[src/rtl/ls_wb_tracker_if.sv]
// Handshake bundle between issue, LSU responses, commit and WAW sources for the
// in-order load/store writeback tracker.
interface ls_wb_tracker_if #(
  parameter int DataW       = 65,
  parameter int NumWawPorts = 2
);
  logic                     alloc_valid_i;
  logic                     alloc_rdy_o;
  logic [4:0]               alloc_rd_i;
  logic                     alloc_we_i;
  logic                     resp_valid_i;
  logic                     resp_rdy_o;
  logic                     resp_err_i;
  logic [DataW-1:0]         resp_data_i;
  logic                     out_valid_o;
  logic                     out_rdy_i;
  logic                     out_we_o;
  logic [4:0]               out_waddr_o;
  logic [DataW-1:0]         out_wdata_o;
  logic                     out_err_o;
  logic                     out_wrsv_o;
  logic [NumWawPorts-1:0]   waw_valid_i;
  logic [5*NumWawPorts-1:0] waw_rd_i;

  modport slave (
    input  alloc_valid_i, alloc_rd_i, alloc_we_i,
    input  resp_valid_i, resp_err_i, resp_data_i,
    input  out_rdy_i, waw_valid_i, waw_rd_i,
    output alloc_rdy_o, resp_rdy_o,
    output out_valid_o, out_we_o, out_waddr_o, out_wdata_o, out_err_o, out_wrsv_o
  );

  modport master (
    output alloc_valid_i, alloc_rd_i, alloc_we_i,
    output resp_valid_i, resp_err_i, resp_data_i,
    output out_rdy_i, waw_valid_i, waw_rd_i,
    input  alloc_rdy_o, resp_rdy_o,
    input  out_valid_o, out_we_o, out_waddr_o, out_wdata_o, out_err_o, out_wrsv_o
  );
endinterface

[src/rtl/ls_wb_tracker.sv]
// In-order writeback buffer for load/store ops: allocate at issue, fill from LSU
// responses, drain to commit in order; per-entry write-reserve cleared by younger writers.
module ls_wb_tracker #(
  parameter int Depth       = 4,
  parameter int DataW       = 65,
  parameter int NumWawPorts = 2,
  parameter bit ErrStall    = 1'b1
) (
  input  logic                   clk_i,
  input  logic                   rst_ni,
  input  logic                   flush_i,
  input  logic                   debug_mode_i,
  ls_wb_tracker_if.slave         bus,
  output logic [$clog2(Depth):0] occupancy_o,
  output logic                   err_active_o
);
  localparam int IdxW = $clog2(Depth);
  localparam int PtrW = IdxW + 1;
  typedef logic [PtrW-1:0] ptr_t;

  ptr_t             wp_q, wp_d, fp_q, fp_d, hp_q, hp_d;
  logic             err_lat_q, err_lat_d;
  logic [Depth-1:0] wrsv_q, wrsv_d, filled_q, filled_d;
  logic [Depth-1:0] we_q, we_d, err_q, err_d;
  logic [4:0]       rd_q   [Depth];
  logic [4:0]       rd_d   [Depth];
  logic [DataW-1:0] data_q [Depth];
  logic [DataW-1:0] data_d [Depth];

  logic [IdxW-1:0]  wi, fi, hi;
  ptr_t             count;
  logic             alloc_fire, fill_fire, drain_fire, err_now, out_valid;
  logic [Depth-1:0] waw_hit;

  assign wi    = wp_q[IdxW-1:0];
  assign fi    = fp_q[IdxW-1:0];
  assign hi    = hp_q[IdxW-1:0];
  assign count = wp_q - hp_q;

  // count can reach exactly Depth, so its MSB alone marks full
  assign bus.alloc_rdy_o = ~count[PtrW-1];
  assign bus.resp_rdy_o  = ~err_lat_q;
  assign err_now         = ErrStall & bus.resp_valid_i & bus.resp_err_i & ~debug_mode_i;
  assign err_active_o    = err_lat_q | err_now;
  assign occupancy_o     = count;

  assign alloc_fire = bus.alloc_valid_i & bus.alloc_rdy_o;
  assign fill_fire  = bus.resp_valid_i & bus.resp_rdy_o & (fp_q != wp_q);
  assign out_valid  = filled_q[hi];
  assign drain_fire = out_valid & bus.out_rdy_i;

  // Head fields are masked while empty so stale slot contents never leak out
  assign bus.out_valid_o = out_valid;
  assign bus.out_we_o    = out_valid & we_q[hi];
  assign bus.out_waddr_o = out_valid ? rd_q[hi] : 5'd0;
  assign bus.out_wdata_o = out_valid ? data_q[hi] : '0;
  assign bus.out_err_o   = out_valid & err_q[hi];
  assign bus.out_wrsv_o  = bus.out_we_o & wrsv_q[hi];

  always_comb begin
    waw_hit = '0;
    for (int k = 0; k < NumWawPorts; k++) begin
      for (int e = 0; e < Depth; e++) begin
        if (bus.waw_valid_i[k] && (bus.waw_rd_i[5*k +: 5] != 5'd0) &&
            (bus.waw_rd_i[5*k +: 5] == rd_q[e])) begin
          waw_hit[e] = 1'b1;
        end
      end
    end
  end

  always_comb begin
    wp_d      = wp_q;
    fp_d      = fp_q;
    hp_d      = hp_q;
    err_lat_d = err_lat_q;
    wrsv_d    = wrsv_q & ~waw_hit;
    filled_d  = filled_q;
    we_d      = we_q;
    err_d     = err_q;
    rd_d      = rd_q;
    data_d    = data_q;
    if (drain_fire) begin
      wrsv_d[hi]   = 1'b0;
      filled_d[hi] = 1'b0;
      hp_d         = hp_q + ptr_t'(1);
    end
    if (fill_fire) begin
      data_d[fi]   = bus.resp_data_i;
      err_d[fi]    = bus.resp_err_i;
      filled_d[fi] = 1'b1;
      fp_d         = fp_q + ptr_t'(1);
      if (err_now) err_lat_d = 1'b1;
    end
    // Applied after the WAW clear: the entry allocated this cycle is the younger writer
    if (alloc_fire) begin
      rd_d[wi]     = bus.alloc_rd_i;
      we_d[wi]     = bus.alloc_we_i;
      wrsv_d[wi]   = bus.alloc_we_i;
      filled_d[wi] = 1'b0;
      wp_d         = wp_q + ptr_t'(1);
    end
    if (flush_i) begin
      wp_d      = '0;
      fp_d      = '0;
      hp_d      = '0;
      err_lat_d = 1'b0;
      wrsv_d    = '0;
      filled_d  = '0;
    end
  end

  always_ff @(posedge clk_i or negedge rst_ni) begin
    if (!rst_ni) begin
      wp_q      <= '0;
      fp_q      <= '0;
      hp_q      <= '0;
      err_lat_q <= 1'b0;
      wrsv_q    <= '0;
      filled_q  <= '0;
    end else begin
      wp_q      <= wp_d;
      fp_q      <= fp_d;
      hp_q      <= hp_d;
      err_lat_q <= err_lat_d;
      wrsv_q    <= wrsv_d;
      filled_q  <= filled_d;
    end
  end

  // Payload storage is qualified by filled/wrsv, so it needs no reset
  always_ff @(posedge clk_i) begin
    we_q   <= we_d;
    err_q  <= err_d;
    rd_q   <= rd_d;
    data_q <= data_d;
  end
endmodule

[src/flat_wrapper.sv]
// flat-port wrapper written by rule: the top's interface ports become plain ports
module ls_wb_tracker_flat 
#(
  parameter int Depth       = 4,
  parameter int DataW       = 65,
  parameter int NumWawPorts = 2,
  parameter bit ErrStall    = 1'b1
)
  (clk_i, rst_ni, flush_i, debug_mode_i, occupancy_o, err_active_o, bus_alloc_valid_i, bus_alloc_rd_i, bus_alloc_we_i, bus_resp_valid_i, bus_resp_err_i, bus_resp_data_i, bus_out_rdy_i, bus_waw_valid_i, bus_waw_rd_i, bus_alloc_rdy_o, bus_resp_rdy_o, bus_out_valid_o, bus_out_we_o, bus_out_waddr_o, bus_out_wdata_o, bus_out_err_o, bus_out_wrsv_o);
  ls_wb_tracker_if #(.DataW(DataW), .NumWawPorts(NumWawPorts)) bus_i ();
  input  logic clk_i;
  input  logic rst_ni;
  input  logic flush_i;
  input  logic debug_mode_i;
  output logic [$clog2(Depth):0] occupancy_o;
  output logic err_active_o;
  input wire logic [$bits(bus_i.alloc_valid_i)-1:0] bus_alloc_valid_i;
  input wire logic [$bits(bus_i.alloc_rd_i)-1:0] bus_alloc_rd_i;
  input wire logic [$bits(bus_i.alloc_we_i)-1:0] bus_alloc_we_i;
  input wire logic [$bits(bus_i.resp_valid_i)-1:0] bus_resp_valid_i;
  input wire logic [$bits(bus_i.resp_err_i)-1:0] bus_resp_err_i;
  input wire logic [$bits(bus_i.resp_data_i)-1:0] bus_resp_data_i;
  input wire logic [$bits(bus_i.out_rdy_i)-1:0] bus_out_rdy_i;
  input wire logic [$bits(bus_i.waw_valid_i)-1:0] bus_waw_valid_i;
  input wire logic [$bits(bus_i.waw_rd_i)-1:0] bus_waw_rd_i;
  output wire logic [$bits(bus_i.alloc_rdy_o)-1:0] bus_alloc_rdy_o;
  output wire logic [$bits(bus_i.resp_rdy_o)-1:0] bus_resp_rdy_o;
  output wire logic [$bits(bus_i.out_valid_o)-1:0] bus_out_valid_o;
  output wire logic [$bits(bus_i.out_we_o)-1:0] bus_out_we_o;
  output wire logic [$bits(bus_i.out_waddr_o)-1:0] bus_out_waddr_o;
  output wire logic [$bits(bus_i.out_wdata_o)-1:0] bus_out_wdata_o;
  output wire logic [$bits(bus_i.out_err_o)-1:0] bus_out_err_o;
  output wire logic [$bits(bus_i.out_wrsv_o)-1:0] bus_out_wrsv_o;
  assign bus_i.alloc_valid_i = bus_alloc_valid_i;
  assign bus_i.alloc_rd_i = bus_alloc_rd_i;
  assign bus_i.alloc_we_i = bus_alloc_we_i;
  assign bus_i.resp_valid_i = bus_resp_valid_i;
  assign bus_i.resp_err_i = bus_resp_err_i;
  assign bus_i.resp_data_i = bus_resp_data_i;
  assign bus_i.out_rdy_i = bus_out_rdy_i;
  assign bus_i.waw_valid_i = bus_waw_valid_i;
  assign bus_i.waw_rd_i = bus_waw_rd_i;
  assign bus_alloc_rdy_o = bus_i.alloc_rdy_o;
  assign bus_resp_rdy_o = bus_i.resp_rdy_o;
  assign bus_out_valid_o = bus_i.out_valid_o;
  assign bus_out_we_o = bus_i.out_we_o;
  assign bus_out_waddr_o = bus_i.out_waddr_o;
  assign bus_out_wdata_o = bus_i.out_wdata_o;
  assign bus_out_err_o = bus_i.out_err_o;
  assign bus_out_wrsv_o = bus_i.out_wrsv_o;
  ls_wb_tracker #(.Depth(Depth), .DataW(DataW), .NumWawPorts(NumWawPorts), .ErrStall(ErrStall)) u_core (.clk_i(clk_i), .rst_ni(rst_ni), .flush_i(flush_i), .debug_mode_i(debug_mode_i), .bus(bus_i), .occupancy_o(occupancy_o), .err_active_o(err_active_o));
endmodule
[config.mk]
export PLATFORM = sky130hd
export DESIGN_NAME = ls_wb_tracker_flat
export DESIGN_NICKNAME = d
export VERILOG_FILES = /design/src/rtl/ls_wb_tracker_if.sv /design/src/rtl/ls_wb_tracker.sv /design/src/flat_wrapper.sv
export SDC_FILE = /design/constraint.sdc
export NUM_CORES = 1
export LEC_CHECK = 0
export ABC_CLOCK_PERIOD_IN_PS = 9500
export CORE_MARGIN = 4
export CORE_UTILIZATION = 59
export CTS_CLUSTER_SIZE = 20
export DETAILED_ROUTE_END_ITERATION = 16
export PLACE_DENSITY = 0.85
export SYNTH_ARGS = -nofsm -noshare
export SYNTH_HDL_FRONTEND = slang
export SYNTH_SLANG_ARGS = --single-unit
[constraint.sdc]
create_clock -name clk_i -period 9.5 [get_ports clk_i]
set_clock_uncertainty 0.1 [all_clocks]
set_input_delay 1.9 -clock clk_i [delete_from_list [all_inputs] [get_ports clk_i]]
set_output_delay 1.9 -clock clk_i [all_outputs]
set_load 0.01 [all_outputs]
==> results.yml, run 1 <==
cells_and_area:
  diodes: 0
  fillers: 1199
  multi_input_area_um2: 3280
  drive_gt1_share_pct: 15.6
  design_area_um2: 15500
  post-route-util_pct: 73.8
  area_growth_pct: 23.0
  ff_latch_area_um2: 9110
  nets: 923
synthesis:
  synth_seq_cells: 306
  ys_types: 43
  synth_area_um2: 12600
  syn_avg_cell_area_um2: 19.4
  yosysWarnings: 0
  synthArstFlopShare_pct: 5.88
  synth-seq-area-share_pct: 72.1
  synth_edf_count: 288
  netlist_instances: 651
  synth_nets: 756
  synth_ff_type: "edfxtp_1"
placement:
  io_buffer_count: 170
  dpl.hpwl_um: 15500
  placed_cell_area_um2: 14500
  gp_congestion: 0.870
worst_setup_path:
  path_class: "flop to primary output"
  r2r_cells: 4
  cp_max_fo: 68
  worst_setup_path_start_kind: "flop"
  r2r_slack_ns: 6.13
  rr_endpoint: "u_core.rd_q[2]$_DFFE_PP_"
  end_kind: "primary output"
  cp.required_ns: 7.50
  r2r-start: "u_core.hp_q[1]$_DFFE_PN0P_"
  arrival_ns: 3.60
sta:
  fmax_mhz: 179
  hold_violations: 0
  rsz0062_at_grt: "no"
  tightest_slew_ns: 1.06
  finalSetupTns_ns: 0
  slew_headroom_pct: 29.6
  drv_slew: 0
  finalSetupViolCount: 0
  period_share_pct: 58.9
  period_minus_slack_ns: 5.60
grt:
  grt_pass1_wl_um: 41400
  overflow: 0
  antenna_found_initial: 1
  grt_pass1_vias: 7207
  grt_util_all_layers_pct: 22.4
  grt_start_max_net_pins: 69
floorplan:
  dieArea_um2: 23800
  core_um2: 21000
  fp-row-count: 53
  die_w_um: 154
  num_io_pins: 171
  die_h_um: 154
  start_util_pct: 60.0
route:
  first_pass_iters: 5
  vias_per_cell: 5.84
  wl_per_cell_um: 23.5
  finalWirelength_um: 26200
  post-route-drc-count: 0
  ant_nets: 0
  first_iter_violations: 495
  vias: 6521
clock_network:
  tritoncts: "built"
  cts_buffers: 30
  cts.sink_count: 306
  clkTransAtPathRegs_ns: 0.06
  cts_max_path_buffers: 3
  post-cts-setup-buffers: 0
  insertion_delay_ns: 0.53
  h-tree-depth: 1
  cts-resized-gates: 0
  cts_hold_buf: 0
  clockRootBuffer: "clkbuf_16"
hold_path:
  min_delay_worst_endpoint: "u_core.err_lat_q$_DFFE_PN0P_"
  hold_path.startpoint: "u_core.err_lat_q$_DFFE_PN0P_"
  whs_path_depth: 1
  min_path_type: "flop to flop"
status:
  status: "finished, final reports clean"
flow_run:
  drv_cap: 0
power:
  powerDensity_nw_per_um2: 216
  leakagePower_nw: 5.02
  peakVddDrop_v: 0.000172
worst max path at each step:
stage / startpoint / to / slack [ns] / depth (start not counted)
2_1_floorplan: bus_resp_valid_i / u_core.fp_q[2]$_DFFE_PN0P_ / 3.96 / 4
3_3_place_gp: bus_resp_err_i / err_active_o / 4.18 / 4
3_5_place_dp: bus_resp_err_i / err_active_o / 4.11 / 4
4_1_cts: u_core.hp_q[0]$_DFFE_PN0P_ / bus_out_wdata_o[36] / 3.75 / 4
5_1_grt: u_core.hp_q[0]$_DFFE_PN0P_ / bus_out_wdata_o[29] / 3.60 / 4
6_report: u_core.hp_q[0]$_DFFE_PN0P_ / bus_out_wdata_o[64] / 3.90 / 4
synthesized netlist by cell type (all sizes together) (4+ instances only):
cell type	number	area [µm²]
edfxtp	288	8650
and2	76	475
mux4	73	1640
xnor2	39	342
buf	22	134
dfrtp	18	450
clkbuf	17	63.8
inv	15	56.3
ha	13	163
nand2	11	41.3
nand3	10	50.1
xor2	10	87.6
nor2	7	26.3
or4	5	37.5
a311oi	4	41.3
nand4	4	25.0
nor3	4	20.0
kinds of logic (layout without fill, tap and decap cells):
kind of cell | count (synthesis) | after routing | share of synthesized area [%]
adders and majority gates | 14 | 14 | 1.45
buffers and inverters | 54 | 245 | 2.01
AOI/OAI and AO/OA | 24 | 24 | 1.61
DFF | 306 | 306 | 72.1
xor gates and xnor gates | 50 | 50 | 3.59
and+or+nand+nor | 127 | 127 | 5.92
muxes | 76 | 76 | 13.3
per-layer routing:
metal	vias up	global-route usage, %	part of all wire, %	routed length, µm
met4	2	5.76	2.4	627
li1	2882	-	-	-
met1	3328	29.8	38	10100
met2	256	38.0	51	13300
met5	-	0	0.050	13
met3	53	5.46	8.2	2140
placed cells by master (no fill, tap or decap), types with 4 or more instances in the layout:
| master | n |
|---|---|
| dfrtp_1 | 16 |
| buf_4 | 4 |
| clkbuf_16 | 31 |
| nand3_1 | 10 |
| mux4_2 | 73 |
| inv_1 | 15 |
| and2_1 | 73 |
| nand2_1 | 11 |
| clkdlybuf4s50_1 | 170 |
| clkinv_1 | 6 |
| edfxtp_1 | 288 |
| clkbuf_1 | 7 |
| nor3_1 | 4 |
| or4_1 | 5 |
| xor2_1 | 10 |
| clkbuf_8 | 4 |
| ha_1 | 13 |
| nor2_1 | 7 |
| xnor2_1 | 39 |
| nand4_1 | 4 |
where the power goes:
group          internal, mW  switching, mW
Sequential             1.61         0.0486
Combinational         0.257          0.247
Clock                 0.708          0.475
final cells by class:
type / instances / share of cell area [%]
sequential: 306 / 58.7
multi-input combinational: 291 / 21.1
timing repair buffer: 174 / 11.2
clock buffer: 42 / 5.52
tap: 275 / 2.22
clock inverter: 14 / 0.935
inverter: 15 / 0.363
registers in the layout, indices dropped and copies added, names as in the netlist:
register and count:
u_core.we_q 4, u_core.rd_q 20, u_core.filled_q 4, u_core.fp_q 3
u_core.err_q 4, u_core.hp_q 3, u_core.err_lat_q 1, u_core.data_q 260
u_core.wrsv_q 4, u_core.wp_q 3
worst max-delay path, stage by stage, from the launching register on:
cell and delay [ns]:
dfrtp_4 0.98, mux4_2 0.57, buf_4 0.60, and2_1 0.31, clkdlybuf4s50_1 0.56
per-stage QoR:
| stage | setup WS, ns | total power, mW | hold WS, ns | cells |
|---|---|---|---|---|
| final | 3.90 | 3.35 | 0.451 | 1117 |
| after global routing | 3.60 | 3.48 | 0.478 | 1117 |
| after CTS | 3.75 | 3.38 | 0.455 | 1117 |
| after detailed placement | 4.11 | 2.20 | 0.441 | 1061 |
| after global placement | 4.18 | 2.18 | 0.421 | 1061 |
| after floorplan | 3.96 | 1.97 | 0.408 | 651 |
Power figures use the tool's default switching activity.
==> run 2: changes to the inputs <==
ABC_CLOCK_PERIOD_IN_PS = 5200   (was 9500)
CORE_UTILIZATION = 55   (was 59)
PLACE_DENSITY = 0.8   (was 0.85)
clock period = 5.2 ns   (was 9.5 ns; I/O delays follow)
==> results.yml, run 2 (synthesized netlist as in run 1, its figures left out) <==
route:
  post-route-drc-count: 0
  finalWirelength_um: 25300
  vias: 6535
  ant_nets: 0
  wl_per_cell_um: 22.5
  first_pass_iters: 4
  vias_per_cell: 5.80
  first_iter_violations: 374
worst_setup_path:
  arrival_ns: 3.30
  crit_path_start: "u_core.hp_q[1]$_DFFE_PN0P_"
  cp.required_ns: 4.06
  r2r-start: "u_core.hp_q[0]$_DFFE_PN0P_"
  worst_setup_path_start_kind: "flop"
  cp_max_fo: 63
  cp_slowest_cell: "mux4_2"
  end_kind: "primary output"
  path_class: "flop to primary output"
  max_stage_delay_ns: 1.03
  path_cells: "mux4_2 -> buf_4 -> and2_1 -> clkdlybuf4s50_1"
placement:
  placed_cells: 1072
  dpl.hpwl_um: 15500
  post-place-ws_ns: 1.34
  gp_congestion: 0.966
  io_buffer_count: 170
sta:
  fin_ws_ns: 0.761
  rsz0062_at_grt: "no"
  hold_violations: 0
  fmax_mhz: 225
  finalSetupViolCount: 0
  period_share_pct: 85.4
  finalSetupTns_ns: 0
  drv_slew: 0
  slew_headroom_pct: 24.1
  period_minus_slack_ns: 4.44
  tightest_slew_ns: 1.14
power:
  switching_power_mw: 1.38
  leakagePower_nw: 4.99
  peakVddDrop_v: 0.000275
  powerDensity_nw_per_um2: 385
  power.share.clock_pct: 33.5
  p_comb_share_pct: 15.9
  seq_power_share_pct: 50.6
  swShare_pct: 23.1
  intPower_mw: 4.58
clock_network:
  cts-resized-gates: 0
  clkTransAtPathRegs_ns: 0.06
  tritoncts: "built"
  cts_hold_buf: 0
  post-cts-setup-buffers: 0
  clockRootBuffer: "clkbuf_16"
  cts_buffers: 31
  cts.sink_count: 306
  insertion_delay_ns: 0.53
  h-tree-depth: 1
  cts_max_path_buffers: 3
cells_and_area:
  layout.cells.most_common: "edfxtp_1"
  drive_gt1_share_pct: 15.1
  top_regs: "u_core.data_q (260), u_core.rd_q (20)"
  area_growth_pct: 22.7
  regMostFlops: "u_core.data_q"
  fillers: 1466
  final_cells: 1127
  nets: 925
  layout_common_cells: "edfxtp_1, clkdlybuf4s50_1, mux4_2, and2_1, xnor2_1"
  diodes: 0
  largest_register_ff_count: 260
floorplan:
  die_w_um: 159
  dieArea_um2: 25400
  fp-row-count: 55
  die_h_um: 159
  num_io_pins: 171
  core_um2: 22600
  start_util_pct: 55.9
grt:
  grt_pass1_wl_um: 39600
  overflow: 0
  grt_start_max_net_pins: 79
  grt_pass1_vias: 7029
  antenna_found_initial: 3
  grt_util_all_layers_pct: 19.6
flow_run:
  drv_cap: 0
hold_path:
  hold_path.startpoint: "u_core.err_lat_q$_DFFE_PN0P_"
  min_path_type: "flop to flop"
status:
  status: "finished, final reports clean"
-- run 2: cell count changes in the layout (fill, tap and decap cells not counted), sizes merged --
cell,delta
buf,+1
bufinv,-2
clkbuf,+3
clkinv,-2
-- run 2: final timing paths --
kind / slack [ns] / endpoint / cells after the start
hold / removal: 0.46 / u_core.err_lat_q$_DFFE_PN0P_ / 1
max in group asynchronous: 3.46 / u_core.hp_q[0]$_DFFE_PN0P_ / 1
setup reg to reg: 2.07 / u_core.rd_q[1]$_DFFE_PP_ / 5
setup / recovery: 0.76 / bus_out_wdata_o[13] / 4
min in group asynchronous: 0.91 / u_core.wp_q[0]$_DFFE_PN0P_ / 1
hold reg to reg: 0.46 / u_core.err_lat_q$_DFFE_PN0P_ / 1
-- run 2: power groups by stage --
stage	Sequential, mW	Clock, mW	Combinational [mW]
after detailed placement	3.07	0	0.955
final	3.02	2.00	0.945
after CTS	3.02	2.04	0.963
after global placement	3.05	0	0.936
after floorplan	3.05	0	0.551
after global routing	3.03	2.15	1.02
-- run 2: per-layer routing --
layer	global-route usage, %	vias up	share of wire, %
met1	26.6	3312	40
li1	-	2891	-
met2	32.6	269	49
met3	5.20	57	8.5
met4	4.38	6	2.1
met5	0	-	0.14
-- run 2: final cells by class --
class | instances | area (µm²) | area share, %
repair buffers | 175 | 1760 | 11.4
clock inverters | 10 | 77.6 | 0.501
clock buffers | 45 | 838 | 5.42
inverters | 15 | 56.3 | 0.364
flip-flops and latches | 306 | 9110 | 58.8
multi-input cells | 291 | 3280 | 21.2
well taps | 285 | 357 | 2.30
-- run 2: worst max-delay path, delay by kind of cell (launching register included) --
| family | cells | cell delay (ns) |
|---|---|---|
| and+or+nand+nor | 1 | 0.17 |
| DFF | 1 | 0.59 |
| muxes | 1 | 1.03 |
| buffers and inverters | 2 | 0.92 |
-- run 2: metrics by stage --
stage | power [mW] | area, µm² | util (%) | hold WS (ns)
after global placement | 3.98 | 14600 | 64.5 | 0.423
after CTS | 6.02 | 15500 | 68.6 | 0.466
final | 5.96 | 15500 | 68.6 | 0.464
after global routing | 6.20 | 15500 | 68.6 | 0.475
after floorplan | 3.60 | 12600 | - | 0.408
after detailed placement | 4.02 | 14600 | 64.5 | 0.456
==> run 3: changes to the inputs <==
CORE_UTILIZATION = 57   (was 55)
CTS_BUF_LIST = sky130_fd_sc_hd__clkbuf_4   (was default)
PLACE_DENSITY = 0.82   (was 0.8)
==> results.yml, run 3 (synthesized netlist as in run 1, its figures left out) <==
status:
  status: "finished, final reports clean"
floorplan:
  die_h_um: 157
  die_w_um: 157
  num_io_pins: 171
  core_um2: 21800
  start_util_pct: 57.8
  fp-row-count: 54
  dieArea_um2: 24600
power:
  leakagePower_nw: 5.10
  finalPower_mw: 5.86
  peakVddDrop_v: 0.000225
  powerDensity_nw_per_um2: 379
clock_network:
  post-cts-setup-buffers: 0
  cts_hold_buf: 0
  clockRootBuffer: "clkbuf_4"
  cts.sink_count: 306
  cts_buffers: 75
  tritoncts: "built"
  insertion_delay_ns: 0.63
  cts_max_path_buffers: 3
  h-tree-depth: 3
  cts-resized-gates: 0
  clkTransAtPathRegs_ns: 0.06
cells_and_area:
  nets: 970
  post-route-util_pct: 70.9
  layout_common_cells: "edfxtp_1, clkdlybuf4s50_1, clkbuf_4"
  top_regs: "u_core.data_q (260), u_core.rd_q (20)"
  largest_register_ff_count: 260
  regMostFlops: "u_core.data_q"
  fillers: 1375
  layout.cells.most_common: "edfxtp_1"
  drive_gt1_share_pct: 22.3
  area_growth_pct: 22.7
placement:
  post-place-ws_ns: 1.19
  io_buffer_count: 170
  gp_congestion: 0.910
  dpl.hpwl_um: 15800
route:
  first_iter_violations: 482
  ant_nets: 0
  finalWirelength_um: 25500
  post-route-drc-count: 0
  vias_per_cell: 5.57
  first_pass_iters: 5
  vias: 6681
  wl_per_cell_um: 21.3
sta:
  fmax_mhz: 218
  drv_slew: 0
  finalSetupTns_ns: 0
  rsz0062_at_grt: "no"
  period_share_pct: 88.2
  hold_violations: 0
  tightest_slew_ns: 1.03
  slew_headroom_pct: 31.2
  period_minus_slack_ns: 4.58
  fin_ws_ns: 0.615
  finalSetupViolCount: 0
flow_run:
  drv_cap: 0
worst_setup_path:
  worst_setup_path_start_kind: "flop"
  end_kind: "primary output"
  cp_slowest_cell: "mux4_2"
  max_stage_delay_ns: 0.96
  arrival_ns: 3.44
  path_cells: "mux4_2 -> buf_12 -> and2_1 -> clkdlybuf4s50_1"
  cp.required_ns: 4.06
  path_class: "flop to primary output"
  cp_max_fo: 41
hold_path:
  min_path_type: "flop to flop"
grt:
  grt_pass1_vias: 7358
  grt_util_all_layers_pct: 21.3
  grt_start_max_net_pins: 67
  antenna_found_initial: 1
  overflow: 0
  grt_pass1_wl_um: 39900
==> run 3: worst paths after layout <==
kind | start | endpoint | slack [ns] | cells past startpoint
min in group asynchronous | rst_ni | u_core.fp_q[2]$_DFFE_PN0P_ | 0.80 | 1
max in group asynchronous | rst_ni | u_core.hp_q[0]$_DFFE_PN0P_ | 3.54 | 1
worst min register to register | u_core.err_lat_q$_DFFE_PN0P_ | u_core.err_lat_q$_DFFE_PN0P_ | 0.44 | 1
worst max register to register | u_core.hp_q[0]$_DFFE_PN0P_ | u_core.rd_q[2]$_DFFE_PP_ | 2.12 | 4
worst max-delay path | u_core.hp_q[0]$_DFFE_PN0P_ | bus_out_wdata_o[30] | 0.62 | 4
worst min-delay path | u_core.err_lat_q$_DFFE_PN0P_ | u_core.err_lat_q$_DFFE_PN0P_ | 0.44 | 1
==> run 3: per-layer routing <==
| metal | wire length (µm) | global-route usage (%) |
|---|---|---|
| met1 | 9790 | 27.0 |
| met2 | 13200 | 35.8 |
| met5 | 0 | 0 |
| met4 | 485 | 7.36 |
| met3 | 2020 | 6.06 |
==> run 3: stage by stage <==
stage	hold slack [ns]	area, µm²	cells
6_report	0.442	15500	1199
5_1_grt	0.453	15500	1199
4_1_cts	0.442	15500	1198
3_5_place_dp	0.429	14600	1068
3_3_place_gp	0.424	14600	1068
2_1_floorplan	0.408	12600	651
==> run 3: worst max-delay path: cells and delay by family, from the launching register on <==
family | cells | cell delay (ns)
buffers and inverters | 2 | 0.80
AND/OR/NAND/NOR | 1 | 0.16
multiplexers | 1 | 0.96
flip-flops | 1 | 0.88
==> run 3: layout make-up <==
cell class / count / area (µm²) / share of cell area, %
Antenna cell: 1 / 2.50 / 0.0162
Clock inverter: 21 / 110 / 0.711
Multi-Input combinational cell: 291 / 3280 / 21.2
Tap cell: 280 / 350 / 2.26
Clock buffer: 109 / 818 / 5.29
Inverter: 15 / 56.3 / 0.364
Sequential cell: 306 / 9110 / 58.8
Timing Repair Buffer: 176 / 1760 / 11.4
==> run 3: where the power goes <==
group / leakage (nW) / total, mW / switching (mW) / internal [mW]
logic: 1.69 / 0.931 / 0.455 / 0.476
clock network: 0.556 / 1.90 / 0.890 / 1.01
registers: 2.86 / 3.03 / 0.0825 / 2.95
total: 5.10 / 5.86 / 1.43 / 4.44
